### config.mk
export PLATFORM = sky130hd
export DESIGN_NAME = timer_reload_ctrl
export DESIGN_NICKNAME = d
export VERILOG_FILES = /design/src/rtl/timer_reload_ctrl.sv
export SDC_FILE = /design/constraint.sdc
export NUM_CORES = 1
export LEC_CHECK = 0
export CAP_MARGIN = 10
export CORE_AREA = 2 2 48 50
export CTS_CLUSTER_SIZE = 28
export DETAILED_ROUTE_END_ITERATION = 12
export DIE_AREA = 0 0 50 52
export GPL_TIMING_DRIVEN = 0
export PLACE_DENSITY = 0.61
export SYNTH_ARGS = -nofsm -noshare
export SYNTH_HDL_FRONTEND = slang
export SYNTH_SLANG_ARGS = --single-unit
export TNS_END_PERCENT = 10
### constraint.sdc
create_clock -name clk -period 0.92 [get_ports clk]
set_input_delay 0.184 -clock clk [delete_from_list [all_inputs] [get_ports clk]]
set_output_delay 0.184 -clock clk [all_outputs]
set_load 0.005 [all_outputs]
### src/rtl/timer_reload_ctrl.sv
// ---------------------------------------------------------------------------
// timer_reload_ctrl
//
// Control stage in front of an n-bit up/down counter (ld, D, up, rco). It
// drives the counter's load, data and direction inputs and watches its
// terminal-count flag, so the counter becomes a programmable interval timer
// that runs in periodic or one-shot mode. Each terminal count in RUN raises
// a level interrupt that is held until acknowledged. A sticky overrun flag
// records an expiry that arrived while the interrupt was still pending.
//
// Ports
//   clk        in   system clock, shared with the counter
//   clr        in   asynchronous active-high reset
//   cfg_we     in   configuration write strobe
//   cfg_reload in   reload value (n bits), captured on cfg_we
//   cfg_mode   in   0 = periodic, 1 = one-shot, captured on cfg_we
//   cfg_dir    in   1 = count up, 0 = count down, captured on cfg_we
//   start      in   single-cycle start request
//   stop       in   single-cycle stop request (wins over start/expiry exit)
//   rco        in   counter terminal-count flag (combinational)
//   intr_ack   in   CPU acknowledge, clears intr and ovr
//   cntr_ld    out  counter load enable
//   cntr_D     out  counter load value (= reload register)
//   cntr_up    out  counter direction, frozen while running
//   intr       out  interrupt request, level
//   ovr        out  sticky overrun
//   busy       out  high while in RUN
//   done       out  high while in DONE (one-shot expired)
// ---------------------------------------------------------------------------
module timer_reload_ctrl #(
    parameter int n = 8
) (
    input  logic         clk,
    input  logic         clr,
    input  logic         cfg_we,
    input  logic [n-1:0] cfg_reload,
    input  logic         cfg_mode,
    input  logic         cfg_dir,
    input  logic         start,
    input  logic         stop,
    input  logic         rco,
    input  logic         intr_ack,
    output logic         cntr_ld,
    output logic [n-1:0] cntr_D,
    output logic         cntr_up,
    output logic         intr,
    output logic         ovr,
    output logic         busy,
    output logic         done
);

    typedef enum logic [1:0] {
        IDLE = 2'b00,
        RUN  = 2'b01,
        DONE = 2'b10
    } state_t;

    state_t       state_q, state_d;
    logic [n-1:0] reload_q, reload_d;
    logic         mode_q, mode_d;
    logic         dir_q, dir_d;
    logic         up_q, up_d;
    logic         intr_q, intr_d;
    logic         ovr_q, ovr_d;
    logic         expiry;

    // An expiry only counts while the timer is actually running; in IDLE and
    // DONE the counter is held by ld and rco is meaningless.
    assign expiry = (state_q == RUN) && rco;

    always_comb begin
        state_d  = state_q;
        reload_d = reload_q;
        mode_d   = mode_q;
        dir_d    = dir_q;
        up_d     = up_q;
        intr_d   = intr_q;
        ovr_d    = ovr_q;

        if (cfg_we) begin
            reload_d = cfg_reload;
            mode_d   = cfg_mode;
            dir_d    = cfg_dir;
        end

        // Direction is sampled only outside RUN (including the start edge),
        // so a configuration write can never reverse a run in progress.
        if (state_q != RUN) begin
            up_d = dir_q;
        end

        case (state_q)
            IDLE: begin
                if (start && !stop) begin
                    state_d = RUN;
                end
            end
            RUN: begin
                if (stop) begin
                    state_d = IDLE;
                end else if (rco && mode_q) begin
                    state_d = DONE;
                end
            end
            DONE: begin
                if (stop) begin
                    state_d = IDLE;
                end else if (start) begin
                    state_d = RUN;
                end
            end
            default: begin
                state_d = IDLE;
            end
        endcase

        // An ack together with a new expiry consumes the old event and leaves
        // the new one pending, so overrun is cleared but intr stays set.
        if (expiry) begin
            intr_d = 1'b1;
            if (intr_ack) begin
                ovr_d = 1'b0;
            end else begin
                ovr_d = ovr_q | intr_q;
            end
        end else if (intr_ack) begin
            intr_d = 1'b0;
            ovr_d  = 1'b0;
        end
    end

    always_ff @(posedge clk or posedge clr) begin
        if (clr) begin
            state_q  <= IDLE;
            reload_q <= '0;
            mode_q   <= 1'b0;
            dir_q    <= 1'b0;
            up_q     <= 1'b0;
            intr_q   <= 1'b0;
            ovr_q    <= 1'b0;
        end else begin
            state_q  <= state_d;
            reload_q <= reload_d;
            mode_q   <= mode_d;
            dir_q    <= dir_d;
            up_q     <= up_d;
            intr_q   <= intr_d;
            ovr_q    <= ovr_d;
        end
    end

    // Outside RUN the counter is held at the reload value; in RUN it reloads
    // on the edge after terminal count, so it never wraps.
    assign cntr_ld = (state_q == RUN) ? rco : 1'b1;
    assign cntr_D  = reload_q;
    assign cntr_up = up_q;
    assign intr    = intr_q;
    assign ovr     = ovr_q;
    assign busy    = (state_q == RUN);
    assign done    = (state_q == DONE);

endmodule

==> results of run 1 <==
placed cells by master (no fill, tap or decap), drive strengths merged:
master / instances
a32oi: 1
buf: 11
nor2b: 1
and2b: 1
nand2: 2
inv: 3
a31oi: 1
nand2b: 1
nor2: 3
a2bb2oi: 1
dfrtp: 15
o21ai: 1
clkbuf: 14
clkdlybuf4s50: 15
mux2: 11
worst max-delay path: stages (launching register included):
cell      delay (ns)
dfrtp_1         0.37
buf_6           0.10
nor2b_4         0.17
nand2b_1        0.06
buf_2           0.12
worst paths after layout:
kind | start | end | slack [ns] | cells past startpoint
max | state_q[0] | cntr_ld | -0.35 | 4
min | clr | cntr_D[1] | 0.27 | 2
max reg2reg | state_q[0] | cntr_up | -0.26 | 4
min reg2reg | cntr_D[1] | cntr_D[1] | 0.51 | 1
max in group asynchronous | clr | cntr_D[7] | 0.27 | 2
min in group clk | cfg_we | cntr_D[1] | 0.36 | 2
report_power, final:
group          internal (mW)  switching (mW)
combinational          0.191           0.101
sequential             0.720          0.0305
clock                  0.168           0.192
sequential cells by signal (all words and copies together), names as in the netlist:
signal / flops
cntr_D: 8
cntr_up: 1
dir_q: 1
intr: 1
mode_q: 1
ovr: 1
state_q: 2
area by class of cell:
type	count	area share (%)
flip-flops and latches	15	40.3
repair buffers	35	28.9
multi-input cells	23	22.4
well taps	28	3.76
clock buffers	4	2.82
inverters	3	1.21
plain buffers	1	0.538
per-layer routing:
layer	wire, µm	vias up	part of all wire [%]	track usage, %
li1	-	221	-	-
met1	585	217	47	13.0
met2	560	20	45	15.8
met3	87	0	7.1	2.87
met4	0	0	0	5.56
met5	0	-	0	0
kinds of logic (layout without fill, tap and decap cells):
| group | count (synthesis) | in the layout | synth area share, % |
|---|---|---|---|
| AOI/OAI and AO/OA | 4 | 4 | 4.75 |
| muxes | 11 | 11 | 21.1 |
| and+or+nand+nor | 8 | 8 | 7.65 |
| DFF | 15 | 15 | 62.0 |
| buffers and inverters | 5 | 43 | 4.54 |
timing repair:
item / 4_1_cts / 5_1_grt
gates resized for setup: 38 / 11
setup buffers: 6 / 0
pin swaps: 1 / 0
endpoints found under the setup margin: 18 / 19
==> summary.txt, run 1 <==
Run status
  – Status: finished, violations left
  – Violated checks: setup timing

Yosys
  – Predominant post-synthesis flop cell: dfrtp_1
  – Syn nets: 60
  – Ys async rst share: 100%
  – Synthesized instance count: 43
  – Netlist cell types: 15
  – Most common library cells after synthesis: 15 x dfrtp_1, 10 x mux2_2, 3 x inv_1, 3 x nor2_1, 2 x nand2_1
  – Synthesized area: 606 µm²
  – Mean Syn Cell Area: 14.1 µm²
  – Count leader, synth: dfrtp_1
  – Post-synthesis sequential area ratio: 62.0%
  – Warnings, synthesis: 0
  – Post-synth top area share: 62.0%
  – Area leader, netlist: dfrtp_1
  – Post-synth EDFFs: 0
  – Leading post-synthesis cells by cell area: dfrtp_1 62%, mux2_2 19%, mux2_4 2.5%, nor2b_4 2.3%, buf_6 1.9%
  – Flops & latches, synth: 15

Clock network
  – CTS Sinks: 15
  – Clk slew on worst S/H paths: 0.08 ns
  – Clock tree buffer depth: 2
  – Hold buffers post-CTS: 0
  – Clock root buffer: clkbuf_4
  – Clk Latency, worst-skew pair: 0.27 ns
  – H-tree lvl count: 1
  – Num CTS Buffers: 3
  – CTS tree: yes

Routing
  – Initial DRC count: 5
  – # DRC: 0
  – DR vias/cell: 4.20
  – DRT antenna net count: 0
  – Routed len/inst: 11.3 µm
  – WL final: 1230 µm
  – Via count: 458
  – Detailed Routing Iterations Pass 1: 2

STA
  – Worst Max-Slew Pin Slew: 0.583 ns
  – Post-layout min period: 1.27 ns
  – Final Slew Violations: 0
  – Fmax achieved: 785 MHz
  – Final setup violation count: 19
  – RSZ-0062 raised after global routing: yes
  – Setup TNS: -1.88 ns
  – Post-route setup slack: -0.353 ns
  – Worst slew margin: 61.1%
  – Final Skew: 0.00336 ns
  – Final period util: 138%
  – Final hold vios: 0
  – Fin Hold WS: 0.272 ns

Critical path
  – Crit path kind: reg2out
  – Critical path peak fanout: 5
  – Worst EP arrival: 1.09 ns
  – Crit path capture type: output pin
  – Worst EP required: 0.74 ns
  – Worst setup SP type: flop

Place
  – Placed cell areas: 931 µm²
  – Hpwl dp: 872 µm
  – GPL Wtd Cong: 0.603
  – Buffers added on ports: 29
  – Dpl ws: -0.605 ns
  – Inst Count DP: 100

Cells and area
  – Layout Cell Area excl Fill: 931 µm²
  – Fin util: 44.2%
  – Synth-to-Final Area Change: 53.7%
  – Antenna diodes: 0
  – Multi-input gate area: 209 µm²
  – Final nets: 99
  – Final cell count without fillers: 109
  – Layout cells sized above 1: 45.7%
  – Reg area: 375 µm²
  – # fillers: 210

Die
  – IO Pins: 31
  – Initial core utilization: 28.8%
  – Core footprint: 2110 µm²
  – Die Wd: 50 µm
  – Die area: 2600 µm²
  – Die Ht: 52 µm
  – Row cnt: 17

Pwr
  – Lkg Pwr: 0.441 nW
  – Final Power: 1.40 mW
  – VDD IR max: 0.000847 V
  – PD cells: 1510 nW/µm²

Global routing
  – Initial antenna violation count: 0
  – Vias in the first global route: 470
  – All-Layer GR Usage: 10.3%
  – First-pass GRT wire length: 1980 µm
  – Grt total ovfl: 0
  – Largest net degree at the start of global routing: 16

Min path
  – Hold/Removal Path Class: in2async

Job
  – Max-cap violations: 0
Power figures use the tool's default switching activity.
==> run 2, diff against run 1 <==
--- a/config.mk
+++ b/config.mk
@@ -10,8 +10,9 @@
 export CTS_CLUSTER_SIZE = 28
 export DETAILED_ROUTE_END_ITERATION = 12
 export DIE_AREA = 0 0 50 52
+export DONT_BUFFER_PORTS = 1
 export GPL_TIMING_DRIVEN = 0
-export PLACE_DENSITY = 0.61
+export PLACE_DENSITY = 0.41
 export SYNTH_ARGS = -nofsm -noshare
 export SYNTH_HDL_FRONTEND = slang
 export SYNTH_SLANG_ARGS = --single-unit
==> summary.txt, run 2 (synthesis results as in run 1) <==
Run status
  – Status: finished, violations left
  – Violated checks: setup timing

Critical path
  – Worst setup SP type: flop
  – Crit path capture type: output pin
  – Reg2reg path depth: 3
  – Worst EP required: 0.74 ns
  – Crit path kind: reg2out
  – Worst EP arrival: 0.99 ns
  – Critical path peak fanout: 7

Routing
  – Initial DRC count: 1
  – WL final: 1090 µm
  – Routed len/inst: 13.6 µm
  – Detailed Routing Iterations Pass 1: 2
  – DR vias/cell: 4.45
  – # DRC: 0
  – DRT antenna net count: 0
  – Via count: 356

Global routing
  – Initial antenna violation count: 0
  – Vias in the first global route: 417
  – Largest net degree at the start of global routing: 16
  – First-pass GRT wire length: 1750 µm
  – Grt total ovfl: 0
  – All-Layer GR Usage: 9.16%

Pwr
  – VDD IR max: 0.00102 V
  – PD cells: 1760 nW/µm²
  – Lkg Pwr: 0.325 nW

Clock network
  – Clk slew on worst S/H paths: 0.08 ns
  – Clock root buffer: clkbuf_4
  – Clock tree buffer depth: 2
  – CTS tree: yes
  – Clk Latency, worst-skew pair: 0.27 ns
  – Num CTS Buffers: 3
  – H-tree lvl count: 1
  – CTS Sinks: 15

Die
  – IO Pins: 31
  – Die Wd: 50 µm
  – Row cnt: 17
  – Die Ht: 52 µm
  – Core footprint: 2110 µm²
  – Die area: 2600 µm²
  – Initial core utilization: 28.8%

STA
  – Worst Max-Slew Pin Slew: 0.552 ns
  – Setup TNS: -1.01 ns
  – Final hold vios: 0
  – Worst slew margin: 63.2%
  – Final setup violation count: 7
  – Final Skew: 0.000381 ns
  – Final period util: 128%
  – Final Slew Violations: 0
  – RSZ-0062 raised after global routing: yes
  – Fmax achieved: 852 MHz
  – Post-route setup slack: -0.254 ns
  – Post-layout min period: 1.17 ns
  – Fin Hold WS: 0.0346 ns

Place
  – Hpwl dp: 835 µm
  – GPL Wtd Cong: 0.596
  – Placed cell areas: 641 µm²
  – Dpl ws: -0.135 ns
  – Buffers added on ports: 0

Min path
  – Hold/Removal Path Class: in2reg
  – Worst hold path depth: 2

Job
  – Max-cap violations: 0

Cells and area
  – Antenna diodes: 0
  – Synth-to-Final Area Change: 19.2%
  – Final nets: 70
  – Largest register FFs: 8
  – Most frequent cells in the layout: 15 x dfrtp_1, 10 x mux2_2, 4 x dlygate4sd3_1
  – Layout Cell Area excl Fill: 722 µm²
  – Commonest non-fill, non-tap cell in the layout: dfrtp_1
  – Layout cells sized above 1: 36.5%
==> run 2: cell types whose count changed in the layout (fill, tap and decap cells not counted), sizes merged <==
cell,change
buf,-8
clkbuf,-10
clkdlybuf4s50,-15
dlygate4sd3,+4
==> run 2: cell type report <==
| type | instances | area (µm²) |
|---|---|---|
| timing repair buffer | 5 | 47.5 |
| fill | 215 | 1380 |
| sequential | 15 | 375 |
| tap | 28 | 35.0 |
| buffer | 2 | 16.3 |
| inverter | 3 | 11.3 |
| clock buffer | 4 | 26.3 |
| multi-input combinational | 23 | 210 |
==> run 2: through the flow <==
stage	power, mW	utilization, %	std cells
global route	1.36	34.3	80
finish	1.27	34.3	80
CTS	1.30	33.8	79
floorplan	0.884	-	43
detailed placement	0.915	30.4	71
global placement	0.906	30.4	71
==> run 2: worst paths after layout <==
kind                       startpoint   endpoint  slack (ns)
setup / recovery           state_q[1]    cntr_ld       -0.25
setup reg to reg           state_q[1]    cntr_up       -0.15
min in group asynchronous         clr      dir_q        0.40
max in group asynchronous         clr  cntr_D[2]        0.15
hold reg to reg                 dir_q    cntr_up        0.51
hold / removal                    rco       intr        0.03
==> run 2: where the power goes <==
group          leakage (nW)  internal, mW  switching, mW  total (mW)
Clock                0.0150         0.168          0.183       0.351
Combinational         0.127        0.0947         0.0612       0.156
Sequential            0.182         0.721         0.0457       0.767
Total                 0.325         0.983          0.290        1.27
==> run 2: what timing repair did <==
action | in CTS | in global routing
pin swaps | 1 | 1
hold endpoints to repair | 18 | 1
hold buffers | 3 | 1
gates resized for setup | 1 | 1
endpoints found under the setup margin | 7 | 8
setup buffers | 1 | 0
==> run 2: worst max-delay path, stage by stage, from the launching register on <==
cell      delay (ns)
dfrtp_1         0.41
nor2b_4         0.12
buf_6           0.14
nand2b_4        0.05
==> run 2: per-layer routing <==
layer  track usage, %  share of wire, %
met5                0                 0
met4             2.78              0.92
met3             6.32                11
met2             15.4                46
met1             9.04                42
